[src/rtl/imm_gen_pipe.sv]
// Pipelined RV32I/RV64I immediate generator with valid/ready output stage.
// Ports: iCLK, iRST_N, iFlush, iValid/oReady in, oValid/iReady out,
//   iInstrucao, iPC, iTag -> oImm, oFmt, oTag, oTarget (IMMGEN_TARGET_EN).
module imm_gen_pipe #(
    parameter int XLEN  = 32,
    parameter int TAG_W = 5
) (
    input  logic             iCLK,
    input  logic             iRST_N,
    input  logic             iFlush,
    input  logic             iValid,
    output logic             oReady,
    input  logic [31:0]      iInstrucao,
    input  logic [XLEN-1:0]  iPC,
    input  logic [TAG_W-1:0] iTag,
    output logic             oValid,
    input  logic             iReady,
    output logic [XLEN-1:0]  oImm,
    output logic [2:0]       oFmt,
    output logic [TAG_W-1:0] oTag
`ifdef IMMGEN_TARGET_EN
    ,
    output logic [XLEN-1:0]  oTarget
`endif
);

    localparam logic [6:0] OP_LOAD   = 7'b0000011;
    localparam logic [6:0] OP_IMM    = 7'b0010011;
    localparam logic [6:0] OP_AUIPC  = 7'b0010111;
    localparam logic [6:0] OP_IMM32  = 7'b0011011;
    localparam logic [6:0] OP_STORE  = 7'b0100011;
    localparam logic [6:0] OP_LUI    = 7'b0110111;
    localparam logic [6:0] OP_BRANCH = 7'b1100011;
    localparam logic [6:0] OP_JALR   = 7'b1100111;
    localparam logic [6:0] OP_JAL    = 7'b1101111;
    localparam logic [6:0] OP_SYSTEM = 7'b1110011;

    typedef enum logic [2:0] {
        FMT_NONE = 3'd0,
        FMT_I    = 3'd1,
        FMT_S    = 3'd2,
        FMT_B    = 3'd3,
        FMT_U    = 3'd4,
        FMT_J    = 3'd5,
        FMT_Z    = 3'd6
    } fmt_e;

    typedef struct packed {
        logic [XLEN-1:0]  imm;
        fmt_e             fmt;
        logic [TAG_W-1:0] tag;
`ifdef IMMGEN_TARGET_EN
        logic [XLEN-1:0]  tgt;
`endif
    } entry_t;

    logic [6:0]      opc;
    logic [31:0]     ins;
    logic [31:0]     raw;
    fmt_e            fmt;
    logic [XLEN-1:0] imm_x;
    entry_t          din;

    assign ins = iInstrucao;
    assign opc = iInstrucao[6:0];

    // Every format is built as a 32-bit value whose bit 31 is the
    // sign (zero for Z), so one extension step covers all of them.
    always_comb begin
        raw = '0;
        fmt = FMT_NONE;
        unique case (opc)
            OP_LOAD, OP_IMM, OP_JALR: begin
                raw = {{20{ins[31]}}, ins[31:20]};
                fmt = FMT_I;
            end
            OP_IMM32: begin
                if (XLEN == 64) begin
                    raw = {{20{ins[31]}}, ins[31:20]};
                    fmt = FMT_I;
                end
            end
            OP_STORE: begin
                raw = {{20{ins[31]}}, ins[31:25], ins[11:7]};
                fmt = FMT_S;
            end
            OP_BRANCH: begin
                raw = {{19{ins[31]}}, ins[31], ins[7],
                       ins[30:25], ins[11:8], 1'b0};
                fmt = FMT_B;
            end
            OP_JAL: begin
                raw = {{11{ins[31]}}, ins[31], ins[19:12],
                       ins[20], ins[30:21], 1'b0};
                fmt = FMT_J;
            end
            OP_LUI, OP_AUIPC: begin
                raw = {ins[31:12], 12'b0};
                fmt = FMT_U;
            end
            OP_SYSTEM: begin
                if (ins[14]) begin
                    raw = {27'b0, ins[19:15]};
                    fmt = FMT_Z;
                end else begin
                    raw = {{20{ins[31]}}, ins[31:20]};
                    fmt = FMT_I;
                end
            end
            default: begin
                raw = '0;
                fmt = FMT_NONE;
            end
        endcase
    end

    always_comb begin
        imm_x       = {XLEN{raw[31]}};
        imm_x[31:0] = raw;
    end

    always_comb begin
        din     = '0;
        din.imm = imm_x;
        din.fmt = fmt;
        din.tag = iTag;
`ifdef IMMGEN_TARGET_EN
        if (fmt == FMT_B || fmt == FMT_J || opc == OP_AUIPC)
            din.tgt = iPC + imm_x;
`endif
    end

`ifndef IMMGEN_TARGET_EN
    logic unused_pc;
    assign unused_pc = ^iPC;
`endif

    entry_t out_q;
    entry_t skid_q;
    logic   out_v;
    logic   skid_v;
    logic   rdy_q;
    logic   in_fire;
    logic   out_fire;
    logic   out_v_n;
    logic   skid_v_n;
    logic   ld_out_din;
    logic   ld_out_skid;
    logic   ld_skid;

    assign in_fire  = iValid & rdy_q;
    assign out_fire = out_v & iReady;

    always_comb begin
        out_v_n     = out_v;
        skid_v_n    = skid_v;
        ld_out_din  = 1'b0;
        ld_out_skid = 1'b0;
        ld_skid     = 1'b0;
        if (iFlush) begin
            out_v_n  = 1'b0;
            skid_v_n = 1'b0;
        end else if (!out_v || out_fire) begin
            if (skid_v) begin
                ld_out_skid = 1'b1;
                skid_v_n    = 1'b0;
                out_v_n     = 1'b1;
            end else begin
                ld_out_din = in_fire;
                out_v_n    = in_fire;
            end
        end else if (in_fire) begin
            ld_skid  = 1'b1;
            skid_v_n = 1'b1;
        end
    end

    // Ready is a flop so it never depends on iReady in the same cycle;
    // it is held low during reset and rises on the first edge after.
    always_ff @(posedge iCLK or negedge iRST_N) begin
        if (!iRST_N) begin
            out_q  <= '0;
            skid_q <= '0;
            out_v  <= 1'b0;
            skid_v <= 1'b0;
            rdy_q  <= 1'b0;
        end else begin
            out_v  <= out_v_n;
            skid_v <= skid_v_n;
            rdy_q  <= ~skid_v_n;
            if (ld_out_skid)
                out_q <= skid_q;
            else if (ld_out_din)
                out_q <= din;
            if (ld_skid)
                skid_q <= din;
        end
    end

    assign oReady = rdy_q;
    assign oValid = out_v;
    assign oImm   = out_q.imm;
    assign oFmt   = out_q.fmt;
    assign oTag   = out_q.tag;
`ifdef IMMGEN_TARGET_EN
    assign oTarget = out_q.tgt;
`endif

endmodule

[config.mk]
export PLATFORM = sky130hd
export DESIGN_NAME = imm_gen_pipe
export DESIGN_NICKNAME = d
export VERILOG_FILES = /design/src/rtl/imm_gen_pipe.sv
export SDC_FILE = /design/constraint.sdc
export NUM_CORES = 1
export LEC_CHECK = 0
export CAP_MARGIN = 10
export CORE_ASPECT_RATIO = 1.4
export CORE_MARGIN = 4
export CORE_UTILIZATION = 35
export CTS_CLUSTER_DIAMETER = 100
export DETAILED_ROUTE_END_ITERATION = 7
export SLEW_MARGIN = 20
export SYNTH_ARGS = -nofsm -noshare
export SYNTH_HDL_FRONTEND = slang
export SYNTH_SLANG_ARGS = --single-unit
export TNS_END_PERCENT = 5
[constraint.sdc]
create_clock -name iCLK -period 2.9 [get_ports iCLK]
set_input_delay 0.58 -clock iCLK [delete_from_list [all_inputs] [get_ports iCLK]]
set_output_delay 0.58 -clock iCLK [all_outputs]
set_load 0.05 [all_outputs]
Word level (Yosys, flattened, before mapping)
Cells that the tools add are included.
{"block": "classes", "eq_ne": 9, "muxes": 21, "bitwise_logic": 3, "n_reduce_logical": 6}
{"cell": "32-bit one-hot mux with 6 select lines", "count": 1}
{"cell": "40-bit 2-to-1 mux", "count": 2}
{"cell": "32-bit 2-to-1 mux", "count": 1}
{"cell": "7-bit == test, second input constant", "count": 4}
{"cell": "3-bit one-hot mux with 6 select lines", "count": 1}
{"cell": "1-bit 2-to-1 mux", "count": 15}
{"cell": "7-bit by 5-bit == test with 1-bit output, second input constant", "count": 2}
{"cell": "7-bit by 6-bit == test with 1-bit output, second input constant", "count": 2}
{"cell": "7-bit by 2-bit == test with 1-bit output, second input constant", "count": 1}
{"cell": "2-bit nonzero test", "count": 2}
{"cell": "3-bit 2-to-1 mux", "count": 1}
{"cell": "3-bit OR reduction", "count": 1}
{"cell": "1-bit AND", "count": 2}
{"cell": "2-bit OR reduction", "count": 1}
{"cell": "1-bit zero test", "count": 1}
{"cell": "1-bit logical OR", "count": 1}
{"cell": "1-bit NOT", "count": 1}
{"block": "word_totals", "register_bits": 83, "in_bits": 74, "out_inout_bits": 42, "elab_cells": 48}

Longest topological paths before layout
{"block": "logic_depth", "depth_word": 6, "depth_mapped": 8, "ltp_nobuf": 5}

Worst setup path after synthesis
Ideal clock, no wire load.
{"block": "synth_timing", "path_type": "register to register", "from": "register rdy_q, in the netlist oReady", "to": "register out_q (netlist bit oImm[21])", "setup_ps": 128, "t_arrival_ps": 1944, "setup_slack_ps": 828, "path_stages_with_launch": 7, "period_less_slack_ps": 2072, "path_cell_list": "dfrtp_1 a21oi_1 or3_1 nor2_1 o21a_4 buf_8 a211oi_2"}
{"block": "synth_via", "elab_chain_cells": 5}
{"element": "start: declaration", "line": "142", "rtl": "logic rdy_q;"}
{"element": "start signal: assignment", "line": "190", "rtl": "rdy_q <= ~skid_v_n;"}
{"element": "1-bit AND", "line": "151", "rtl": "assign in_fire = iValid & rdy_q;"}
{"element": "1-bit 2-to-1 mux", "line": "164", "rtl": "if (skid_v) begin"}
{"element": "1-bit 2-to-1 mux", "line": "163", "rtl": "end else if (!out_v || out_fire) begin"}
{"element": "1-bit 2-to-1 mux", "line": "160", "rtl": "if (iFlush) begin"}
{"element": "2-bit nonzero test (no source line)"}
{"element": "end signal: assignment", "line": "192", "rtl": "out_q <= skid_q;"}
{"element": "end signal: assignment", "line": "194", "rtl": "out_q <= din;"}
{"element": "end: declaration", "line": "138", "rtl": "entry_t out_q;"}
Every way passes these cells.
A chain may end at the register's enable or synchronous reset.

Worst setup path in the final report
{"block": "layout_timing", "from": "input iInstrucao[2]", "to": "register skid_q[28] in the netlist's numbering"}
{"block": "layout_via", "elab_chain_cells": 3, "word_cells_on_any_way": 12, "classes_between": "eq/ne (9); mux (1); reduce/logical (2)"}
{"element": "start: declaration", "line": "13", "rtl": "input logic [31:0] iInstrucao,"}
{"element": "7-bit by 2-bit == test with 1-bit output (tied with other cells)", "line": "72", "rtl": "unique case (opc)"}
{"element": "3-bit OR reduction or 2-bit OR reduction (tied branches)", "line": "72"}
{"element": "32-bit one-hot mux with 6 select lines *", "line": "72"}
{"element": "end signal: assignment", "line": "196", "rtl": "skid_q <= din;"}
{"element": "end: declaration", "line": "139", "rtl": "entry_t skid_q;"}
Every way passes the cells marked *; elsewhere a longest branch is shown, timed or not.

==> results.cfg <==
[pwr]
powerDensity_mw_per_mm2 = 663
vdd.ir_drop.worst_uv = 325
total_leakage_power_uw = 0.00215

[status]
outcome = finished clean

[timing]
worst_slew_pin_slew_ps = 686
post-route-worst-setup-slack_ps = 576
fraction_of_the_cycle_the_final_worst_path_needs_pct = 80.1
unrepaired_setup_endpoints_after_global_routing = no
setup-violations-final = 0
fin_setup_tns_ps = 0
hold-worst-slack_ps = 235
maxClockFrequency_mhz = 430
hold_violations = 0
skew_ps = 4.72
final.min_clock_period_ps = 2320
slew_violations = 0
timing.max_slew.rel_slack_pct = 53.7

[drt]
route.final.wire_length_um = 11300
remaining_antenna_violation_count_after_routing = 0
routedWlPerCell_um = 17.3
drt_drc_violations_left = 0
via_per_inst = 5.33
via_count = 3491
drt_iter0_drc = 200
drt-pass1-iter-count = 4

[placement]
place.detailed.hpwl_um = 8170
numPlacedInstances = 639
placement.setup.worst_slack_ps = 222
placement.io_buffers = 83
gp_congestion = 0.779

[clock_tree]
cts.reportedPaths.clkPinSlew_ps = 60
tritoncts.num_buffers = 9
cts.root.buffer_cell = sky130_fd_sc_hd__clkbuf_16
postCtsSetupBuffers = 0
cts_tree = done
htreeDepth = 3
cts.sink_count = 83
cts_buffer_depth = 2
clock_insertion_delay_worst_skew_ps = 330
number_of_gates_given_a_new_drive_strength_after_cts = 0
cts_hold_repair.buffers = 0

[yosys]
synth_edf_count = 0
synth-seq-cells = 83
synth_top_area_share_pct = 51.4
most_used_dff_post_synth = sky130_fd_sc_hd__dfrtp_1
yosysWarnings = 0
netlist_instances = 421
cell_area_after_synthesis_sq_mm = 0.00404
synth_seq_area_share_pct = 51.4
netlist_top_cells_count = sky130_fd_sc_hd__dfrtp_1, sky130_fd_sc_hd__nand2_1, sky130_fd_sc_hd__nor2_1, sky130_fd_sc_hd__nor3_1, sky130_fd_sc_hd__o21ai_0
synth_cell_types = 53
synthMostInstantiatedCell = sky130_fd_sc_hd__dfrtp_1
synth.avg_cell_area_sq_um = 9.59
ys_top_cells_by_area = sky130_fd_sc_hd__dfrtp_1, sky130_fd_sc_hd__nand2_1, sky130_fd_sc_hd__nor2_1
share_of_synthesized_flip_flops_with_an_asynchronous_set_or_reset_pct = 100
synthesized_nets = 495
synth_largest_area_cell = sky130_fd_sc_hd__dfrtp_1

[worst_setup_path]
cpLargestDelayFamily = compound AO/OA/AOI/OAI gates
critPathLaunchType = primary input
cp.required_ps = 3100
timing.critical_path.slowest_cell_delay_ps = 520
cp.buffers_inverters = 1
crit_fanout = 11
timing_worst_setup_path_type = in -> reg
critical_path.slowest_cell = sky130_fd_sc_hd__clkdlybuf4s50_1
worst_ep_arrival_time_ps = 2530
path_cells = clkdlybuf4s50_1, and4b_1, a31o_4, a31oi_4, o21a_2, a21oi_1
setup.worst_path.end_class = flop

[layout]
post-route-util_pct = 47.4
final_layout_size_suffix_gt1_share_pct = 15.1
antennaDiodeCount = 0
fin_nets = 580
synthToLayoutAreaGrowth_pct = 33.1
post_layout_nonfiller_instances = 655

[grt]
antenna_violations_before_repair = 0
grt_first_pass_wirelength_um = 18200
grt_max_degree = 47
number_of_global_route_vias_before_repair = 3464
grt_util_all_layers_pct = 17.4
global_route.overflow_total = 0

[hold_path]
worst_hold_path_type = in -> async

[floorplanning]
ioPinCount = 116
die_height_um = 135
core_region_area_sq_mm = 0.0113
row_count = 46
start_util_pct = 35.6
die_w_um = 98.8
design.die.area_sq_mm = 0.0133

[run]
drv_cap = 0
## sequential cells by signal, indices dropped and copies added, names as in the netlist
signal,count
skid_q,40
oImm,32
oTag,5
oFmt,3
oReady,1
oValid,1
skid_v,1
## metal layers
layer | global-route usage [%] | vias up | routed length [um]
met5 | 0 | - | 0
met4 | 8.12 | 0 | 296
met3 | 3.00 | 21 | 462
met2 | 28.1 | 89 | 5780
met1 | 22.6 | 1710 | 4780
li1 | - | 1671 | -
## worst register-to-register path, delay by kind of cell, from the launching register on
kind,cells,cell delay [ps]
AOI/OAI and AO/OA,2,550
buffers and inverters,1,350
and+or+nand+nor,2,400
DFF,1,410
## per-stage QoR
stage                     power (uW)  instance area (sq um)
after floorplan                 1980                   4040
after global placement          2320                   5040
after detailed placement        2340                   5040
after CTS                       3600                   5370
after global routing            3710                   5370
final                           3560                   5370
## cells in the final DEF, fill, tap and decap left out, types with 2 or more instances in the layout
| cell type | count |
|---|---|
| sky130_fd_sc_hd__a22o_1 | 12 |
| sky130_fd_sc_hd__dfrtp_1 | 83 |
| sky130_fd_sc_hd__inv_1 | 4 |
| sky130_fd_sc_hd__a21oi_2 | 10 |
| sky130_fd_sc_hd__clkdlybuf4s50_1 | 82 |
| sky130_fd_sc_hd__nand2b_1 | 4 |
| sky130_fd_sc_hd__buf_4 | 23 |
| sky130_fd_sc_hd__bufinv_16 | 2 |
| sky130_fd_sc_hd__o21ai_0 | 25 |
| sky130_fd_sc_hd__nor2_1 | 48 |
| sky130_fd_sc_hd__o32ai_1 | 2 |
| sky130_fd_sc_hd__clkbuf_16 | 9 |
| sky130_fd_sc_hd__or3_1 | 3 |
| sky130_fd_sc_hd__nand2_1 | 74 |
| sky130_fd_sc_hd__a31oi_1 | 7 |
| sky130_fd_sc_hd__nand3_1 | 8 |
| sky130_fd_sc_hd__a222oi_1 | 4 |
| sky130_fd_sc_hd__a21oi_1 | 13 |
| sky130_fd_sc_hd__nor3_1 | 28 |
| sky130_fd_sc_hd__a211oi_1 | 17 |
| sky130_fd_sc_hd__a211oi_2 | 10 |
| sky130_fd_sc_hd__nor3_4 | 2 |
| sky130_fd_sc_hd__clkbuf_8 | 2 |
| sky130_fd_sc_hd__or2_2 | 6 |
| sky130_fd_sc_hd__o21ai_1 | 3 |
## layout make-up
cell class / instances / area (sq um)
inverters: 4 / 15.0
fillers: 1057 / 5960
clock buffers: 12 / 256
repair buffers: 105 / 993
flip-flops and latches: 83 / 2080
multi-input cells: 303 / 1780
clock inverters: 4 / 72.6
well taps: 144 / 180
## cell families after synthesis
group                  share of synthesized area, %
buffers and inverters                          4.68
and+or+nand+nor                                21.8
AOI/OAI and AO/OA                              22.1
DFF                                            51.4
## power by group
group          switching (uW)  internal, uW  total (uW)
sequential               94.8          1320        1410
combinational             572           332         904
clock                     448           800        1250
total                    1110          2450        3560
## path summary, 6_finish.rpt
path                            cells after the start  slack [ps]     startpoint          to
worst max-delay path                                6         580  iInstrucao[2]  skid_q[28]
worst min-delay path                                1         230         iRST_N    oImm[21]
worst max register to register                      5        1080         oReady    oImm[19]
worst min register to register                      2         470      skid_q[4]   skid_q[4]
max in group asynchronous                           2        1970         iRST_N     oImm[1]
min in group iCLK                                   2         470      skid_q[4]   skid_q[4]
No activity file was read; power rests on OpenSTA's default activity.
